### src/rtl/afifo_arb_pkg.sv
// Shared types and helpers for the async-FIFO write-port arbiter:
// FSM state encoding, burst counter sizing and the round-robin search.
package afifo_arb_pkg;

  typedef enum logic {IDLE, GRANT} arb_state_t;

  // Upper bound on requesters the round-robin search supports.
  localparam int RR_MAX   = 32;
  localparam int RR_IDX_W = 5;

  typedef struct packed {
    logic                valid;
    logic [RR_IDX_W-1:0] idx;
  } rr_pick_t;

  function automatic int cnt_width(input int max_burst);
    return $clog2(max_burst + 1);
  endfunction

  localparam int DEFAULT_MAX_BURST = 4;
  localparam int DEFAULT_CNT_W     = cnt_width(DEFAULT_MAX_BURST);

  // First set bit of req searching ptr+1, ptr+2, ... (mod nreq); ptr itself is checked last.
  function automatic rr_pick_t rr_pick(input logic [RR_MAX-1:0] req,
                                       input logic [31:0]       ptr,
                                       input int unsigned       nreq);
    rr_pick_t    r;
    logic [31:0] idx;
    r = '0;
    for (int unsigned i = 1; i <= RR_MAX; i++) begin
      idx = (ptr + i) % nreq;
      if ((i <= nreq) && !r.valid && req[idx[RR_IDX_W-1:0]]) begin
        r.valid = 1'b1;
        r.idx   = idx[RR_IDX_W-1:0];
      end
    end
    return r;
  endfunction

endpackage

### src/rtl/afifo_rr_picker.sv
// Combinational round-robin winner selection among NREQ requesters (NREQ <= 32),
// starting the search just after ptr.
module afifo_rr_picker
  import afifo_arb_pkg::*;
#(
  parameter int NREQ = 4,
  parameter int IW   = $clog2(NREQ)
) (
  input  logic [NREQ-1:0] req,
  input  logic [IW-1:0]   ptr,
  output logic [IW-1:0]   winner,
  output logic            valid
);

  logic [RR_MAX-1:0] req_w;
  rr_pick_t          pick;

  always_comb begin
    req_w            = '0;
    req_w[NREQ-1:0]  = req;
    pick             = rr_pick(req_w, 32'(ptr), NREQ);
    winner           = pick.idx[IW-1:0];
    valid            = pick.valid;
  end

endmodule

### src/rtl/afifo_wr_arbiter.sv
// Round-robin, burst-bounded arbiter sharing the async FIFO write port among
// NREQ producers in the write clock domain.
module afifo_wr_arbiter
  import afifo_arb_pkg::*;
#(
  parameter int DSIZE     = 8,
  parameter int NREQ      = 4,
  parameter int MAX_BURST = DEFAULT_MAX_BURST
) (
  input  logic                     wr_clk,
  input  logic                     wr_rst,
  input  logic [NREQ-1:0]          req,
  input  logic [NREQ*DSIZE-1:0]    req_data,
  input  logic [NREQ-1:0]          req_last,
  input  logic                     wr_full,
  output logic [NREQ-1:0]          gnt,
  output logic [NREQ-1:0]          ack,
  output logic                     wr_inc,
  output logic [DSIZE-1:0]         wr_data,
  output logic                     busy,
  output logic [$clog2(NREQ)-1:0]  cur_id
);

  localparam int IW    = $clog2(NREQ);
  localparam int CNT_W = cnt_width(MAX_BURST);

  arb_state_t       state_q, state_d;
  logic [NREQ-1:0]  gnt_q, gnt_d;
  logic [IW-1:0]    cur_id_q, cur_id_d;
  logic [IW-1:0]    ptr_q, ptr_d;
  logic [CNT_W-1:0] cnt_q, cnt_d;

  logic             transfer;
  logic             last_word;
  logic             burst_end;
  logic [NREQ-1:0]  arb_req;
  logic [IW-1:0]    win;
  logic             win_valid;

  // A requester that just sent its marked last word must not win the next grant.
  always_comb begin
    transfer  = (state_q == GRANT) && req[cur_id_q] && !wr_full;
    last_word = transfer && (req_last[cur_id_q] || (cnt_q == CNT_W'(MAX_BURST - 1)));
    burst_end = (state_q == GRANT) && (last_word || !req[cur_id_q]);
    arb_req   = req;
    if (transfer && req_last[cur_id_q]) begin
      arb_req[cur_id_q] = 1'b0;
    end
  end

  afifo_rr_picker #(
    .NREQ (NREQ),
    .IW   (IW)
  ) u_picker (
    .req    (arb_req),
    .ptr    (ptr_q),
    .winner (win),
    .valid  (win_valid)
  );

  assign wr_inc  = transfer && !wr_rst;
  assign ack     = gnt_q & {NREQ{wr_inc}};
  assign wr_data = req_data[cur_id_q*DSIZE +: DSIZE];
  assign gnt     = gnt_q;
  assign busy    = (state_q == GRANT);
  assign cur_id  = cur_id_q;

  always_comb begin
    state_d  = state_q;
    gnt_d    = gnt_q;
    cur_id_d = cur_id_q;
    ptr_d    = ptr_q;
    cnt_d    = cnt_q;
    unique case (state_q)
      IDLE: begin
        if (win_valid) begin
          state_d    = GRANT;
          gnt_d      = '0;
          gnt_d[win] = 1'b1;
          cur_id_d   = win;
          ptr_d      = win;
          cnt_d      = '0;
        end
      end
      GRANT: begin
        if (burst_end) begin
          if (win_valid) begin
            gnt_d      = '0;
            gnt_d[win] = 1'b1;
            cur_id_d   = win;
            ptr_d      = win;
            cnt_d      = '0;
          end else begin
            state_d = IDLE;
            gnt_d   = '0;
            cnt_d   = '0;
          end
        end else if (transfer) begin
          cnt_d = cnt_q + CNT_W'(1);
        end
      end
      default: begin
        state_d = IDLE;
        gnt_d   = '0;
      end
    endcase
  end

  always_ff @(posedge wr_clk) begin
    if (wr_rst) begin
      state_q  <= IDLE;
      gnt_q    <= '0;
      cur_id_q <= '0;
      ptr_q    <= IW'(NREQ - 1);
      cnt_q    <= '0;
    end else begin
      state_q  <= state_d;
      gnt_q    <= gnt_d;
      cur_id_q <= cur_id_d;
      ptr_q    <= ptr_d;
      cnt_q    <= cnt_d;
    end
  end

endmodule

### config.mk
export PLATFORM = sky130hd
export DESIGN_NAME = afifo_wr_arbiter
export DESIGN_NICKNAME = d
export VERILOG_FILES = /design/src/rtl/afifo_arb_pkg.sv /design/src/rtl/afifo_rr_picker.sv /design/src/rtl/afifo_wr_arbiter.sv
export SDC_FILE = /design/constraint.sdc
export NUM_CORES = 1
export LEC_CHECK = 0
export ABC_AREA = 0
export CAP_MARGIN = 40
export CORE_ASPECT_RATIO = 0.9
export CORE_UTILIZATION = 39
export CTS_CLUSTER_DIAMETER = 50
export DETAILED_ROUTE_END_ITERATION = 16
export HOLD_SLACK_MARGIN = 0.12
export PLACE_DENSITY = 0.83
export SKIP_LAST_GASP = 1
export SLEW_MARGIN = 25
export SYNTH_ARGS = -nofsm -noshare
export SYNTH_HDL_FRONTEND = slang
export SYNTH_HIERARCHICAL = 1
export SYNTH_SLANG_ARGS = --single-unit
### constraint.sdc
create_clock -name wr_clk -period 6.15 [get_ports wr_clk]
set_clock_uncertainty 0.15 [all_clocks]
set_input_delay 1.5375 -clock wr_clk [delete_from_list [all_inputs] [get_ports wr_clk]]
set_output_delay 1.5375 -clock wr_clk [all_outputs]
set_load 0.05 [all_outputs]
==> impl_metrics.json <==
{
  "antenna_found_initial": 0,
  "hpwl_um": 2730,
  "cts_setup_buffers": 0,
  "synth.area.top_cells": "dfxtp_1, mux4_2, o211ai_1, inv_1, o32ai_1",
  "slowest_delay_ps": 800,
  "combPwrFrac_pct": 55.9,
  "rsz0062_at_grt": "no",
  "crit_arrival_ps": 3520,
  "clkTransAtPathRegs_ps": 80,
  "grt_max_degree": 17,
  "topRoutingLayerUsed": "met4",
  "path_cells": "clkdlybuf4s50_1 > mux2i_1 > o22ai_1 > and3_1 > clkdlybuf4s50_1",
  "vias": 1144,
  "postRouteAntennaNets": 0,
  "wirelength_met1_um": 1460,
  "die_y_um": 49.9,
  "cp-start-kind": "input pin",
  "initial_core_util_pct": 43.6,
  "fin_hold_ws_ps": 334,
  "drcViolationCount": 0,
  "synthesis.area_um2": 995,
  "maxCapViolCount": 0,
  "outcome": "completed",
  "fp-row-count": 16,
  "numCtsBuffers": 3,
  "htreeDepth": 1,
  "area_growth_pct": 68.2,
  "post-place-ws_ps": 931,
  "sw_frac_of_total_pct": 42.2,
  "cts_tree": "built",
  "cts-root-buf": "clkbuf_4",
  "power_frac_seq_pct": 26.7,
  "crit_type": "in -> out",
  "slowest_stage": "clkdlybuf4s50_1",
  "fin_nets": 216,
  "yosys_register_bits": 12,
  "ios": 63,
  "ys_seq_area_share_pct": 24.2,
  "period_needed_ps": 5210,
  "power.leakage_nw": 0.610,
  "drt_iter0_markers": 41,
  "fillers": 170,
  "synth_area_per_cell_um2": 9.21,
  "fin_setup_tns_ps": 0,
  "cts_resized": 0,
  "crit_buf_inv": 2,
  "hp-start": "cnt_q[1]",
  "synth_edf_count": 0,
  "met2WireLength_um": 1670,
  "ctsHoldBuffers": 0,
  "p_total_mw": 0.374,
  "route.met3.wl_um": 218,
  "clock.fmax_mhz": 192,
  "routed_wl_um": 3360,
  "ir_worst_vdd_uv": 237,
  "hold_violations": 0,
  "core-area_um2": 2280,
  "synth_top_area_share_pct": 24.2,
  "crit_start": "req[1]",
  "clockPowerShare_pct": 17.4,
  "critPathMostFrequentCell": "clkdlybuf4s50_1",
  "syn_inst": 108,
  "syn_nets": 153,
  "drive_above_1_share_pct": 10.0,
  "internal-power_mw": 0.216,
  "slew_violations": 0,
  "synth_warnings": 6,
  "cp.required_ps": 4460,
  "first_pass_iters": 4,
  "setup_violations": 0,
  "worstSetupEndpointType": "output port",
  "die_w_um": 55.2,
  "cp_top_family": "buffers and inverters",
  "gr-usage-all-layers_pct": 25.8,
  "hold_path_class": "reg -> reg",
  "yosysTopAreaCell": "dfxtp_1",
  "gr-total-overflow": 0,
  "fin_crit_sh_pct": 84.7,
  "async_flop_share_pct": 0,
  "grt_pass1_vias": 1119,
  "path_max_fanout": 6,
  "design.die.area_um2": 2760,
  "max_slew_margin_pct": 57.3,
  "p_switching_mw": 0.157,
  "numPortBuffers": 62,
  "place_congestion": 0.881,
  "clkSinkCount": 12,
  "worst_slew_pin_slew_ps": 631,
  "clkLatencyLatePin_ps": 280,
  "grt_pass1_wl_um": 5530,
  "cellPowerDensity_nw_per_um2": 223,
  "timing.rr.start": "cur_id[0]",
  "synth_cell_types": 37,
  "avgViaCountPerCell": 5.81,
  "clockBufferDepth": 2,
  "synthFlopType": "dfxtp_1",
  "antennaDiodeCount": 0,
  "wl_per_cell_um": 17.0,
  "fin_ws_ps": 940
}
-- area by class of cell --
type / count / area (um2) / area share, %
inverter: 10 / 37.5 / 2.24
sequential: 12 / 240 / 14.4
tap: 27 / 33.8 / 2.02
multi-input combinational: 81 / 689 / 41.2
clock buffer: 4 / 36.3 / 2.17
timing repair buffer: 63 / 636 / 38.0
-- worst register-to-register path, cell delays in order (launching register included) --
cell and delay, ps:
dfxtp_1 580, buf_8 220, mux2i_1 350, nor4_1 110, a21boi_0 380, and2b_1 240, o21ai_1 130, o311ai_1 220
or3_1 430, o32ai_1 130
-- metal layers --
layer	GRT usage, %	vias to the layer above
met5	0	-
met4	5.00	0
met3	5.51	2
met2	44.8	55
met1	33.1	541
li1	-	546
-- synth_stat cells, types with 3 or more instances --
library cell,number
dfxtp_1,12
inv_1,10
mux4_2,8
nor2_1,7
nand2_1,6
o211ai_1,6
o22ai_1,5
and3_1,4
nand2b_1,4
nand3_1,4
o32ai_1,4
a21oi_1,3
mux2i_1,3
-- path summary, 6_finish.rpt --
check	slack, ps	depth (start not counted)	end
worst max-delay path	940	5	ack[3]
worst min-delay path	330	2	cnt_q[1]
worst max register to register	3130	9	gnt[0]
worst min register to register	330	2	cnt_q[1]
-- through the flow --
step / std cells / area (um2) / utilization [%]
6_report: 197 / 1670 / 73.3
2_1_floorplan: 108 / 995 / -
4_1_cts: 197 / 1670 / 73.3
5_1_grt: 197 / 1670 / 73.3
3_5_place_dp: 193 / 1640 / 71.7
3_3_place_gp: 192 / 1620 / 71.1
-- power by group through the flow --
stage	Clock (mW)	Combinational, mW	Sequential [mW]
after floorplan	0	0.120	0.114
after global placement	0	0.196	0.105
after detailed placement	0	0.208	0.101
after CTS	0.0650	0.209	0.0998
after global routing	0.0685	0.219	0.102
final	0.0649	0.209	0.0998
-- state kept, by name, indices dropped and copies added (netlist names) --
register / flops
cnt_q: 3
gnt: 4
cur_id: 2
busy: 1
ptr_q: 2
-- cell usage in the layout (no fill, tap or decap), drive strengths merged, types with 2 or more instances in the layout --
cell type	n
and3	4
inv	10
nand3b	2
a31oi	2
mux2i	3
a21oi	3
mux4	8
o21ai	2
clkbuf	4
ha	2
nor3	2
nand2b	4
o21a	2
nor2	7
o211ai	6
and2b	2
dfxtp	12
clkdlybuf4s50	62
o32ai	4
o22a	2
nand2	6
nand3	4
o22ai	5
-- logic make-up (layout without fill, tap and decap cells) --
kind of cell	after synthesis	in the layout	share of synthesized area, %
simple gates	34	34	17.9
compound gates	33	33	26.3
buf+inv	15	77	6.54
mux	12	12	22.6
flops	12	12	24.2
fa+ha+maj	2	2	2.52
(Power assumes the default switching activity.)
